### src/rtl/mem_arb_pkg.sv
// Shared constants and FSM state encoding for the IC/DC line-burst memory arbiter.
package mem_arb_pkg;
    localparam int BEATS      = 8;
    localparam int LINE_OFS_W = 5;
    localparam int WORD_W     = 32;
    localparam int CNT_W      = LINE_OFS_W - 2;

    typedef enum logic [2:0] {
        IDLE    = 3'd0,
        IC_FILL = 3'd1,
        DC_FILL = 3'd2,
        DC_WB   = 3'd3,
        DONE    = 3'd4
    } state_t;
endpackage

### src/rtl/mem_arb_pick.sv
// Winner select between IC and DC line requests; round-robin when MEM_ARB_RR_EN, else DC first.
// Latency: combinational select; the RR flag updates on the grant edge.
// Backpressure: none; the caller only consumes the result while idle.
module mem_arb_pick
    import mem_arb_pkg::*;
(
`ifdef MEM_ARB_RR_EN
    input  logic clk,
    input  logic reset,
    input  logic i_take,
`endif
    input  logic i_ic_req,
    input  logic i_dc_req,
    output logic o_gnt_any,
    output logic o_gnt_dc
);

    assign o_gnt_any = i_ic_req | i_dc_req;

`ifdef MEM_ARB_RR_EN
    logic r_last_dc;

    // On a tie the side that did not win last time goes first.
    assign o_gnt_dc = i_dc_req & ~(i_ic_req & r_last_dc);

    always_ff @(posedge clk or negedge reset) begin
        if (!reset) begin
            r_last_dc <= 1'b0;
        end else if (i_take && o_gnt_any) begin
            r_last_dc <= o_gnt_dc;
        end
    end
`else
    assign o_gnt_dc = i_dc_req;
`endif

endmodule

### src/rtl/mem_arb.sv
// Arbitrates IC refills and DC refills/writebacks onto one single-word memory port (MEM_ARB_RR_EN: round-robin ties).
// Latency: grant one cycle after req, BEATS beat cycles at zero wait, one DONE cycle; read data registered one cycle.
// Backpressure: mem_ready low holds address/data and stalls the beat counter; requests wait in IDLE.
module mem_arb
    import mem_arb_pkg::*;
#(
    parameter int BEATS  = 8,
    parameter int ADDR_W = 32
) (
    input  logic                      clk,
    input  logic                      reset,
    input  logic                      ic_req,
    input  logic [ADDR_W-1:0]         ic_addr,
    output logic [WORD_W-1:0]         ic_rdata,
    output logic                      ic_rvalid,
    output logic                      ic_done,
    input  logic                      dc_req,
    input  logic                      dc_is_wb,
    input  logic [ADDR_W-1:0]         dc_addr,
    input  logic [BEATS*WORD_W-1:0]   dc_wb_data,
    output logic [WORD_W-1:0]         dc_rdata,
    output logic                      dc_rvalid,
    output logic                      dc_done,
    output logic                      mem_req,
    output logic                      mem_we,
    output logic [ADDR_W-1:0]         mem_addr,
    output logic [WORD_W-1:0]         mem_wdata,
    input  logic                      mem_ready,
    input  logic [WORD_W-1:0]         mem_rdata,
    output logic                      busy
);

    state_t                         r_state;
    state_t                         w_next;
    logic [CNT_W-1:0]               r_cnt;
    logic [ADDR_W-LINE_OFS_W-1:0]   r_line;
    logic                           r_gnt_dc;
    logic [BEATS*WORD_W-1:0]        r_wb_data;
    logic [WORD_W-1:0]              r_ic_rdata;
    logic [WORD_W-1:0]              r_dc_rdata;
    logic                           r_ic_rvalid;
    logic                           r_dc_rvalid;
    logic                           w_gnt_any;
    logic                           w_gnt_dc;
    logic                           w_take;
    logic                           w_last_beat;
    logic                           w_unused_ofs;

    assign w_take       = (r_state == IDLE);
    assign w_last_beat  = (r_cnt == CNT_W'(BEATS - 1));
    assign w_unused_ofs = ^{ic_addr[LINE_OFS_W-1:0], dc_addr[LINE_OFS_W-1:0]};

    mem_arb_pick u_pick (
`ifdef MEM_ARB_RR_EN
        .clk       (clk),
        .reset     (reset),
        .i_take    (w_take),
`endif
        .i_ic_req  (ic_req),
        .i_dc_req  (dc_req),
        .o_gnt_any (w_gnt_any),
        .o_gnt_dc  (w_gnt_dc)
    );

    always_comb begin
        w_next  = r_state;
        mem_req = 1'b0;
        mem_we  = 1'b0;
        busy    = 1'b1;
        ic_done = 1'b0;
        dc_done = 1'b0;
        case (r_state)
            IDLE: begin
                busy = 1'b0;
                if (w_gnt_any) begin
                    w_next = w_gnt_dc ? (dc_is_wb ? DC_WB : DC_FILL) : IC_FILL;
                end
            end
            IC_FILL, DC_FILL: begin
                mem_req = 1'b1;
                if (mem_ready && w_last_beat) w_next = DONE;
            end
            DC_WB: begin
                mem_req = 1'b1;
                mem_we  = 1'b1;
                if (mem_ready && w_last_beat) w_next = DONE;
            end
            DONE: begin
                ic_done = ~r_gnt_dc;
                dc_done = r_gnt_dc;
                w_next  = IDLE;
            end
            default: w_next = IDLE;
        endcase
    end

    // Address and write data come straight from registers so they stay put across stalls.
    assign mem_addr  = {r_line, r_cnt, 2'b00};
    assign mem_wdata = mem_we ? r_wb_data[r_cnt*WORD_W +: WORD_W] : '0;
    assign ic_rdata  = r_ic_rdata;
    assign dc_rdata  = r_dc_rdata;
    assign ic_rvalid = r_ic_rvalid;
    assign dc_rvalid = r_dc_rvalid;

    always_ff @(posedge clk or negedge reset) begin
        if (!reset) begin
            r_state     <= IDLE;
            r_cnt       <= '0;
            r_line      <= '0;
            r_gnt_dc    <= 1'b0;
            r_wb_data   <= '0;
            r_ic_rdata  <= '0;
            r_dc_rdata  <= '0;
            r_ic_rvalid <= 1'b0;
            r_dc_rvalid <= 1'b0;
        end else begin
            r_state     <= w_next;
            r_ic_rvalid <= (r_state == IC_FILL) && mem_ready;
            r_dc_rvalid <= (r_state == DC_FILL) && mem_ready;
            if ((r_state == IC_FILL) && mem_ready) r_ic_rdata <= mem_rdata;
            if ((r_state == DC_FILL) && mem_ready) r_dc_rdata <= mem_rdata;
            if (w_take && w_gnt_any) begin
                r_line    <= w_gnt_dc ? dc_addr[ADDR_W-1:LINE_OFS_W] : ic_addr[ADDR_W-1:LINE_OFS_W];
                r_gnt_dc  <= w_gnt_dc;
                r_wb_data <= dc_wb_data;
            end
            if (mem_req && mem_ready) begin
                r_cnt <= w_last_beat ? '0 : r_cnt + 1'b1;
            end
        end
    end

endmodule

### config.mk
export PLATFORM = sky130hd
export DESIGN_NAME = mem_arb
export DESIGN_NICKNAME = d
export VERILOG_FILES = /design/src/rtl/mem_arb_pkg.sv /design/src/rtl/mem_arb_pick.sv /design/src/rtl/mem_arb.sv
export SDC_FILE = /design/constraint.sdc
export NUM_CORES = 1
export LEC_CHECK = 0
export CORE_ASPECT_RATIO = 0.5
export CORE_MARGIN = 10
export CORE_UTILIZATION = 33
export CTS_BUF_LIST = sky130_fd_sc_hd__clkbuf_4 sky130_fd_sc_hd__clkbuf_8
export DETAILED_ROUTE_END_ITERATION = 6
export SLEW_MARGIN = 25
export SYNTH_ARGS = -nofsm -noshare
export SYNTH_HDL_FRONTEND = slang
export SYNTH_HIERARCHICAL = 1
export SYNTH_SLANG_ARGS = --single-unit
export TNS_END_PERCENT = 50
### constraint.sdc
create_clock -name clk -period 5.4 [get_ports clk]
set_input_delay 1.08 -clock clk [delete_from_list [all_inputs] [get_ports clk]]
set_output_delay 1.08 -clock clk [all_outputs]
set_load 0.02 [all_outputs]
# Word level (Yosys, flattened, before mapping)
# Index checks and enable logic that the tools add are counted.
# totals
reg_bits,356
latchBits,0
ramBits,0
rom_bits,0
out_inout_bits,135
wordCells,41
mem_count,0
# classes
addsub,1
n_mul,0
div_mod_pow,0
n_lt_le_gt_ge,0
eq_ne,7
shift,1
n_mux,13
bitwise_logic,2
reduce_logical,8
# ops
op,count
256-bit by 9-bit variable part select with 32-bit output,1
32-bit 2-to-1 mux,1
27-bit 2-to-1 mux,1
3-bit 2-to-1 mux,3
3-bit by 2-bit == test with 1-bit output (second input constant),2
3-bit == test (second input constant),2
1-bit 2-to-1 mux,6
3-bit case mux with 2 select lines,1
1-bit logical AND,5
3-bit by 1-bit adder with 3-bit output (second input constant),1
3-bit by 1-bit == test with 1-bit output (second input constant),1
3-bit logical NOT,1
3-bit OR reduction,1
2-bit 2-to-1 mux,1
2-bit by 1-bit != test with 1-bit output (second input constant),1
2-bit != test (second input constant),1
2-bit AND reduction,1
1-bit inverter,1
1-bit OR,1

# Logic depth before layout (Yosys ltp)
# depth
ltp_word,4
depth_mapped,6
ltp_nobuf,5

# Hierarchy
# The synthesis kept the hierarchy.
# modules_own_cells
module,n_inst,cells_each,area_each_um2,seq_area_each_um2
mem_arb,1,955,15309.7,8908.5
mem_arb_pick,1,2,13.8,0.0

# Least setup slack after synthesis
# Ideal clock, no wire load.
# synth_path
path_kind,register to output
startpoint,reg r_cnt[0]
endpoint,out mem_wdata[25]
arrival_time_ps,1919
slack_ps,2401
path_stages_with_launch,5
path_buffers,2
cell_sequence,dfrtp_1 -> buf_2 -> buf_2 -> mux4_2 -> a22o_1
# synth_between
elab_chain_cells,2
# synth_rtl
element,line_no,source
from (decl),mem_arb.sv:35,logic [CNT_W-1:0] r_cnt;
from (signal assigned),mem_arb.sv:128,r_cnt <= w_last_beat ? '0 : r_cnt + 1'b1;
256-bit by 9-bit variable part select with 32-bit output,mem_arb.sv:99,assign mem_wdata = mem_we ? r_wb_data[r_cnt*WORD_W +: WORD_W] : '0;
32-bit 2-to-1 mux,mem_arb.sv:99,
to (decl),mem_arb.sv:27,"output logic [WORD_W-1:0] mem_wdata,"
# Every way passes these cells.

# Final worst setup path
# layout_path
startpoint,reg r_cnt[0]
endpoint,out mem_wdata[19]
# Same word-level chain as after synthesis.

==> out/metrics.yaml <==
timing:
  maxSlewViolCount: 0
  whs_ps: 319.2
  slew_headroom_pct: 33.86
  finalHoldViolCount: 0
  setup_ws_ps: 1060
  max_freq_ghz: 0.2304
  fin_crit_sh_pct: 80.38
  finalSetupViolCount: 0
  layout_min_cycle_time_ps: 4340
  skew_ps: 20.72
  setup_tns_ps: 0
  rsz0062_at_grt: "no"
  worst-slew-pin-transition_ps: 992.1
clock_network:
  h-tree-depth: 2
  cts_sinks: 356
  clkTransAtPathRegs_ps: 70
  clock_latency_ps: 620
  cts_buffers: 55
  holdBufCountCts: 0
  post-cts-setup-buffers: 0
  cts_resized: 0
  root_buffer: "clkbuf_8"
  cts.path.max_buffers: 3
  cts_tree: "yes"
drt:
  drtPass1Iterations: 6
  route.detailed.drc: 0
  vias: 10056
  via_per_inst: 4.746
  drtIter0Drc: 492
  route.antenna.remaining_nets: 0
  drt-total-wl_um: 50210
  wire_per_inst_um: 23.69
layout:
  layoutNonFillerInstCount: 2119
  drive_gt1_share_pct: 32.86
  fillers: 4027
  finalNetCount: 1799
  syn2layout_area_growth_pct: 43.81
synthesis:
  ys_seq_elements: 356
  synth_area_per_cell_um2: 16.01
  async_flop_share_pct: 100.0
  syn_area_um2: 15320
  syn_inst: 957
  ys_seq_area_share_pct: 58.14
  synthDistinctLibCells: 28
  yosys_warnings: 6
  yosys_most_used_dff: "dfrtp_1"
  synth_edf_count: 0
global_routing:
  grt_usage_pct: 17.15
  grt_start_max_net_pins: 123
  use_met2_pct: 34.76
  met1_usage_pct: 17.63
  grt_pass1_wl_um: 72940
  grt_use_met3_pct: 3.090
  busiest_layer: "met2"
  grt_pass1_vias: 11403
  overflow: 0
  grt_antenna_before_repair: 13
worst_setup_path:
  crit_path_top_delay_cell: "dfrtp_4"
  crit_fanout: 32
  required_ps: 4320
  worst-setup-path-type: "register to output pin"
  critPathBufInv: 2
  path_delay_family: "buffers and inverters"
  critPathLaunchType: "register"
  reg2reg_setup_slack_ps: 3190
  arrival_ps: 3260
  cp_cell_sequence: "buf_4 > mux4_2 > a22o_1 > clkdlybuf4s50_1"
  cp_slowest_stage_delay_ps: 890
  timing.critical_path.to_type: "output pin"
die:
  die-area_um2: 55980
  initial_core_util_pct: 33.64
  rows: 55
  pin_count: 493
  die_w_um: 324.7
  die_height_um: 172.4
  core_area_um2: 45560
place:
  dp_hpwl_um: 37460
  gp_congestion: 0.7900
  io_buffers: 480
  place_inst: 2008
  place_ws_ps: 1615
min_path:
  holdCritPathClass: "input pin to async pin"
run_status:
  outcome: "complete, no violations"
power_and_ir_drop:
  power_density_nw_per_um2: 598.6
  peakVddDrop_mv: 0.3354
  leakagePower_uw: 0.008913
job:
  maxCapViolCount: 0
-- sequential cells by signal, summed over array words and instances (netlist names) --
name and count:
r_wb_data 256, dc_rdata 32, ic_rvalid 1, r_state 3, dc_rvalid 1, ic_rdata 32, r_gnt_dc 1, r_cnt 3
r_line 27
-- metrics by stage --
step | util [%] | instance area [µm²] | power (µW)
after floorplan | - | 15330 | 8510
after global placement | 45.70 | 20820 | 10700
after CTS | 48.24 | 21980 | 13410
after global routing | 48.37 | 22040 | 14000
after detailed placement | 45.70 | 20820 | 10930
final | 48.37 | 22040 | 13190
-- area by class of cell --
class	instances	area, µm²	area share [%]
Clock inverter	13	121.4	0.5508
Sequential cell	356	8914	40.45
Inverter	2	7.507	0.03407
Timing Repair Buffer	496	5050	22.92
Multi-Input combinational cell	528	6090	27.63
Antenna cell	13	32.53	0.1476
Tap cell	627	784.5	3.560
Clock buffer	84	1037	4.707
-- kinds of logic (layout without fill, tap and decap cells) --
group                    after synthesis  after routing  share of synthesized area [%]
multiplexers                         414            414                          34.91
adder cells (fa/ha/maj)                2              2                         0.1633
other                                  1             15                        0.02447
buffers and inverters                 74            595                          2.343
AND/OR/NAND/NOR                       48             48                          1.584
AO/OA/AOI/OAI                         62             62                          2.842
flip-flops                           356            356                          58.14
-- Yosys cell counts, drive strengths merged (2+ instances only) --
library cell,instances,area share [%]
nand2,6,0.15
o21ai,2,0.065
mux2,323,24
inv,2,0.049
mux4,64,9.4
clkbuf,11,0.27
ha,2,0.16
nor2,29,0.71
dfrtp,356,58
buf,61,2.0
nand3b,2,0.098
and3,3,0.12
a22o,32,1.8
mux2i,27,1.8
a21oi,27,0.88
-- path summary, 6_finish.rpt --
path / start / endpoint / cells past startpoint
worst max-delay path: r_cnt[0] / mem_wdata[19] / 4
worst max register to register: r_state[2] / r_wb_data[157] / 3
worst min-delay path: reset / ic_rdata[3] / 1
max in group asynchronous: reset / r_line[11] / 3
worst min register to register: r_wb_data[43] / r_wb_data[43] / 1
min in group clk: r_wb_data[43] / r_wb_data[43] / 1
-- cell usage in the layout (no fill, tap or decap), types with 2 or more instances in the layout --
cell type / instances
clkdlybuf4s50_1: 479
o21ai_0: 2
clkbuf_8: 65
mux2_2: 300
clkbuf_4: 19
diode_2: 13
buf_4: 7
mux2_1: 23
a21oi_1: 27
dfrtp_1: 354
mux2i_1: 27
bufinv_16: 2
conb_1: 2
and3_1: 3
buf_12: 8
inv_1: 2
nor2_1: 29
nand3b_1: 2
a22o_1: 32
mux4_2: 64
ha_1: 2
nand2_1: 6
clkinv_2: 9
-- metal layers --
metal	part of all wire (%)	routed length, µm
met3	2.8	1409
met2	60	30320
met4	2.2	1115
met5	0	0
met1	35	17360
-- power breakdown --
part           internal, µW  leakage, µW  total, µW  switching, µW
sequential             4040      0.00419       4860            815
combinational          3410      0.00410       5910           2500
clock                  1320     0.000623       2420           1100
(Power assumes the default switching activity.)
